==> src/rtl/victim_writeback_buffer.sv <==
// Writeback buffer for dirty victim-cache evictions: a small FIFO drained to memory
// with BUS_STORE commands, plus combinational forwarding of queued lines to MSHR lookups.
module victim_writeback_buffer #(
  parameter int XLEN            = 32,
  parameter int CACHE_LINE_BITS = 5,
  parameter int WB_DEPTH        = 4,
  parameter int N_LOOKUP        = 4,
  localparam int TW             = XLEN - CACHE_LINE_BITS - 3,
  localparam int PTR_W          = $clog2(WB_DEPTH),
  localparam int CNT_W          = PTR_W + 1
) (
  input  logic                                 clock,
  input  logic                                 reset,
  input  logic [1:0]                           ev_valid,
  input  logic [1:0]                           ev_dirty,
  input  logic [1:0][TW-1:0]                   ev_tag,
  input  logic [1:0][CACHE_LINE_BITS-1:0]      ev_line_idx,
  input  logic [1:0][63:0]                     ev_data,
  output logic                                 wb_stall,
  output logic                                 overflow_err,
  output logic                                 mem_req,
  input  logic                                 mem_grant,
  output logic [1:0]                           proc2mem_command,
  output logic [XLEN-1:0]                      proc2mem_addr,
  output logic [63:0]                          proc2mem_data,
  input  logic [3:0]                           mem2proc_response,
  input  logic [N_LOOKUP-1:0]                  lookup_valid,
  input  logic [N_LOOKUP-1:0][XLEN-1:0]        lookup_addr,
  output logic [N_LOOKUP-1:0]                  hit_valid,
  output logic [N_LOOKUP-1:0][63:0]            hit_data,
  input  logic                                 flush_req,
  output logic                                 flush_done,
  output logic                                 dbg_state,
  output logic [CNT_W-1:0]                     dbg_count
);

  // Handshake: a store completes only in a cycle where mem_req, mem_grant and a
  // nonzero mem2proc_response coincide; otherwise the head entry is re-offered.

  typedef enum logic {S_IDLE = 1'b0, S_REQ = 1'b1} state_t;

  localparam logic [1:0] BUS_NONE  = 2'd0;
  localparam logic [1:0] BUS_STORE = 2'd2;

  state_t                              state_q, state_d;
  logic [CNT_W-1:0]                    count_q, count_d;
  logic [PTR_W-1:0]                    head_q, head_d, tail_q, tail_d;
  logic                                overflow_q, overflow_d;
  logic [WB_DEPTH-1:0][XLEN-4:0]       line_q, line_d;
  logic [WB_DEPTH-1:0][63:0]           data_q, data_d;

  logic                                pop, want0, want1, acc0, acc1;
  logic [CNT_W-1:0]                    live, free;
  logic [PTR_W-1:0]                    wr1_ptr;

  always_comb begin
    pop        = (state_q == S_REQ) && mem_grant && (mem2proc_response != 4'd0);
    want0      = ev_valid[0] && ev_dirty[0];
    want1      = ev_valid[1] && ev_dirty[1];
    live       = count_q - CNT_W'(pop);
    free       = CNT_W'(WB_DEPTH) - live;
    // Row 0 is older, so it claims the last free slot before row 1 does.
    acc0       = want0 && (free != '0);
    acc1       = want1 && (free > CNT_W'(acc0));
    wr1_ptr    = tail_q + PTR_W'(acc0);
    line_d     = line_q;
    data_d     = data_q;
    if (acc0) begin
      line_d[tail_q] = {ev_tag[0], ev_line_idx[0]};
      data_d[tail_q] = ev_data[0];
    end
    if (acc1) begin
      line_d[wr1_ptr] = {ev_tag[1], ev_line_idx[1]};
      data_d[wr1_ptr] = ev_data[1];
    end
    head_d     = head_q + PTR_W'(pop);
    tail_d     = tail_q + PTR_W'(acc0) + PTR_W'(acc1);
    count_d    = live + CNT_W'(acc0) + CNT_W'(acc1);
    overflow_d = overflow_q || (want0 && !acc0) || (want1 && !acc1);
    state_d    = (count_d != '0) ? S_REQ : S_IDLE;
  end

  always_ff @(posedge clock or posedge reset) begin
    if (reset) begin
      state_q    <= S_IDLE;
      count_q    <= '0;
      head_q     <= '0;
      tail_q     <= '0;
      overflow_q <= 1'b0;
      line_q     <= '0;
      data_q     <= '0;
    end else begin
      state_q    <= state_d;
      count_q    <= count_d;
      head_q     <= head_d;
      tail_q     <= tail_d;
      overflow_q <= overflow_d;
      line_q     <= line_d;
      data_q     <= data_d;
    end
  end

  always_comb begin
    mem_req          = (state_q == S_REQ);
    proc2mem_command = BUS_NONE;
    proc2mem_addr    = '0;
    proc2mem_data    = '0;
    if ((state_q == S_REQ) && mem_grant) begin
      proc2mem_command = BUS_STORE;
      proc2mem_addr    = {line_q[head_q], 3'b000};
      proc2mem_data    = data_q[head_q];
    end
  end

  // Walk oldest to youngest so the last match seen is the youngest copy.
  always_comb begin
    hit_valid = '0;
    hit_data  = '0;
    for (int p = 0; p < N_LOOKUP; p++) begin
      for (int k = 0; k < WB_DEPTH; k++) begin
        if (lookup_valid[p] && (CNT_W'(k) < count_q) &&
            (line_q[head_q + PTR_W'(k)] == lookup_addr[p][XLEN-1:3])) begin
          hit_valid[p] = 1'b1;
          hit_data[p]  = data_q[head_q + PTR_W'(k)];
        end
      end
    end
  end

  logic unused_lookup_low;
  assign unused_lookup_low = ^{lookup_addr[0][2:0], lookup_addr[N_LOOKUP-1][2:0]};

  assign wb_stall     = count_q >= CNT_W'(WB_DEPTH - 1);
  assign overflow_err = overflow_q;
  assign flush_done   = flush_req && (count_q == '0) && (state_q == S_IDLE);
  assign dbg_state    = state_q;
  assign dbg_count    = count_q;

endmodule

==> config.mk <==
export PLATFORM = sky130hd
export DESIGN_NAME = victim_writeback_buffer
export DESIGN_NICKNAME = d
export VERILOG_FILES = /design/src/rtl/victim_writeback_buffer.sv
export SDC_FILE = /design/constraint.sdc
export NUM_CORES = 2
export LEC_CHECK = 0
export BUFFER_PORTS_ARGS = -buffer_cell sky130_fd_sc_hd__buf_2
export CAP_MARGIN = 10
export CELL_PAD_IN_SITES_DETAIL_PLACEMENT = 0
export CELL_PAD_IN_SITES_GLOBAL_PLACEMENT = 1
export CORE_UTILIZATION = 40
export CTS_CLUSTER_SIZE = 25
export DETAILED_ROUTE_END_ITERATION = 10
export HOLD_SLACK_MARGIN = 0.1
export PLACE_DENSITY_LB_ADDON = 0.1
export SYNTH_ARGS = -nofsm -noshare
export SYNTH_HDL_FRONTEND = slang
export SYNTH_SLANG_ARGS = --single-unit
==> constraint.sdc <==
create_clock -name clock -period 11.52 [get_ports clock]
set_input_delay 1.152 -clock clock [delete_from_list [all_inputs] [get_ports clock]]
set_output_delay 1.152 -clock clock [all_outputs]
set_load 0.01 [all_outputs]
==> run_results.csv <==
group,metric,value,unit
worst_setup_path,crit_family,"simple AND/OR/NAND/NOR gates",
synthesis,synth.distinct_cells,82,
status,status,"finished, final reports clean",
clock_network,cts_made_buffers,52,
placement,place_congestion,1.12,
sta,finClkSkew,16.4,ps
placement,io_buffers,679,
clock_network,cts_tree,"built",
hold_path,whs_path_depth,2,
sta,setup_violations,0,
grt,antenna_found_initial,58,
sta,fin_ws,3050,ps
sta,hold_viol,0,
worst_setup_path,cpPeakStageDelay,930,ps
worst_setup_path,crit_fanout,88,
detailed_routing,drtAntennaViolNets,0,
clock_network,clock_path_buffers,3,
worst_setup_path,worstSetupEndpointType,"output pin",
detailed_routing,drcViolationCount,0,
flow_run,cap_violations,0,
power_and_ir_drop,fin_total_pwr,16.2,mW
sta,period_needed,8470,ps
sta,slew_headroom,0.0874,
worst_setup_path,cp_num_cells,11,
detailed_routing,route.final.wire_length,250000,µm
floorplanning,die_x,333,µm
power_and_ir_drop,p_leak,22.1,nW
synthesis,synth_top_cell_area_share,0.231,
clock_network,insertion_delay,670,ps
cells_and_area,area_growth,13.7,%
synthesis,synth-seq-cells,381,
synthesis,synth_warnings,0,
worst_setup_path,startpoint_type,"flop",
detailed_routing,drtIter0Drc,5923,
sta,maxSlewViolCount,0,
synthesis,avgSynthCellArea,8.35,µm²
cells_and_area,drive_above_1_share,0.212,
grt,gr-total-overflow,0,
sta,fmax,0.118,GHz
floorplanning,die_h,333,µm
floorplanning,num_rows,121,
synthesis,syn-instance-count,5252,
synthesis,synth_area,43900,µm²
clock_network,path_clk_slew,60,ps
grt,grt_pass1_vias,43500,
detailed_routing,post_drt_via_cell_ratio,6.63,
worst_setup_path,crit_type,"reg2out",
grt,grt_usage,0.433,
clock_network,ctsResizeCount,0,
worst_setup_path,critPathArrivalTime,7320,ps
worst_setup_path,cp_slowest_cell,"dfrtp_4",
floorplanning,die_area,111000,µm²
clock_network,post_cts_buffers,0,
sta,period_share,0.735,
cells_and_area,mostFrequentLayoutCells,"mux2i_1, buf_2, nor2_1, dfrtp_1, nand2_1",
clock_network,cts.htree.levels,2,
synthesis,synthTopCellsByArea,"mux2i_1, dfrtp_1, xnor2_1",
synthesis,synth-edff-count,0,
power_and_ir_drop,peakVddDrop,0.202,mV
cells_and_area,nNetsFinal,5921,
clock_network,cts_root_buf,"clkbuf_16",
synthesis,ys.flop_type,"dfrtp_1",
placement,preCtsSetupSlack,4120,ps
detailed_routing,drt-pass1-iter-count,8,
synthesis,async_flop_share,1.00,
sta,rsz0062_at_grt,"false",
floorplanning,core-area,109000,µm²
clock_network,hold_buffers,0,
detailed_routing,via_count,46900,
worst_setup_path,worstRegToRegCells,12,
cells_and_area,post-route-util,0.458,
grt,grt_max_degree,154,
synthesis,yosysTopAreaCell,"mux2i_1",
grt,grt_first_pass_wirelength,346000,µm
clock_network,cts.sinks,381,
floorplanning,ios,696,
cells_and_area,final_common_cell,"mux2i_1",
sta,tightest_slew,1330,ps
floorplanning,start_util,0.403,
power_and_ir_drop,p_per_area,325,nW/µm²
sta,fin_setup_tns,0,ps
worst_setup_path,path_cells,"buf_12 > mux4_2 > xor2_1 > nor4_1 > nand2_1 > a2111oi_2 > buf_4 > nor4b_1 > mux2i_1 > a221oi_1 > buf_2",
worst_setup_path,crit_buf_inv,3,
worst_setup_path,required,10370,ps
synthesis,synth-seq-area-share,0.217,
detailed_routing,wl_per_cell,35.4,µm
placement,dp_hpwl,171000,µm
hold_path,min_path_type,"reg2reg",
per-layer routing:
layer,part of all wire,vias to the layer above,track usage
met5,0.00096,-,0
met4,0.058,36,0.226
met3,0.11,714,0.119
met2,0.42,3004,0.640
met1,0.41,23100,0.572
li1,-,20000,-
cells by family after synthesis:
kind of cell,Yosys count,share of synthesized area
compound gates,1107,0.166
mux,1239,0.305
fa+ha+maj,9,0.00257
flops,381,0.217
buf+inv,587,0.0614
other cells,1,0.0000855
simple gates,1575,0.177
xor+xnor,353,0.0708
state kept, by name (all words and copies together), names as in the netlist:
register      cells
overflow_err      1
dbg_state         1
line_q          116
dbg_count         3
tail_q            2
head_q            2
data_q          256
layout make-up:
type | count | area (µm²)
Multi-Input combinational cell | 4287 | 32000
Inverter | 49 | 195
Timing Repair Buffer | 811 | 4550
Clock buffer | 80 | 1570
Fill cell | 11000 | 59000
Sequential cell | 381 | 9540
Tap cell | 1414 | 1770
Clock inverter | 18 | 210
Antenna cell | 29 | 72.6
cell usage after synthesis, drive strengths merged, types with 61 or more instances:
| cell type | count |
|---|---|
| o31a | 127 |
| nor4b | 66 |
| dfrtp | 381 |
| a221oi | 143 |
| a21oi | 304 |
| xnor2 | 233 |
| mux4 | 61 |
| nor2 | 529 |
| and2 | 145 |
| mux2i | 1018 |
| o21ai | 304 |
| xor2 | 119 |
| mux2 | 160 |
| buf | 229 |
| clkbuf | 309 |
| and3b | 64 |
| nand2 | 325 |
| nor3 | 276 |
tightest hold or removal path, cell delays in order, from the launching register on:
cell and delay (ps):
dfrtp_1 340, inv_1 40, o221ai_1 60
power breakdown:
group / internal, mW / total (mW) / switching (mW)
Combinational: 3.92 / 11.7 / 7.77
Sequential: 2.03 / 2.81 / 0.787
Clock: 1.01 / 1.73 / 0.726
through the flow:
| step | hold slack, ps | cell area [µm²] | instances |
|---|---|---|---|
| after floorplan | 501 | 43900 | 5255 |
| after global placement | 467 | 48000 | 6941 |
| after detailed placement | 459 | 48000 | 6941 |
| after CTS | 479 | 49800 | 7039 |
| after global routing | 506 | 49800 | 7056 |
| final | 474 | 49900 | 7069 |
final timing paths:
kind,from,to,slack (ps)
max in group asynchronous,reset,line_q[89]$_DFF_PP0_,8840
worst min-delay path,overflow_err$_DFF_PP0_,overflow_err$_DFF_PP0_,470
worst max-delay path,head_q[0]$_DFF_PP0_,hit_data[189],3050
worst min register to register,overflow_err$_DFF_PP0_,overflow_err$_DFF_PP0_,470
worst max register to register,dbg_count[1]$_DFF_PP0_,data_q[177]$_DFF_PP0_,6290
min in group asynchronous,reset,tail_q[0]$_DFF_PP0_,560
Power figures use the tool's default switching activity.
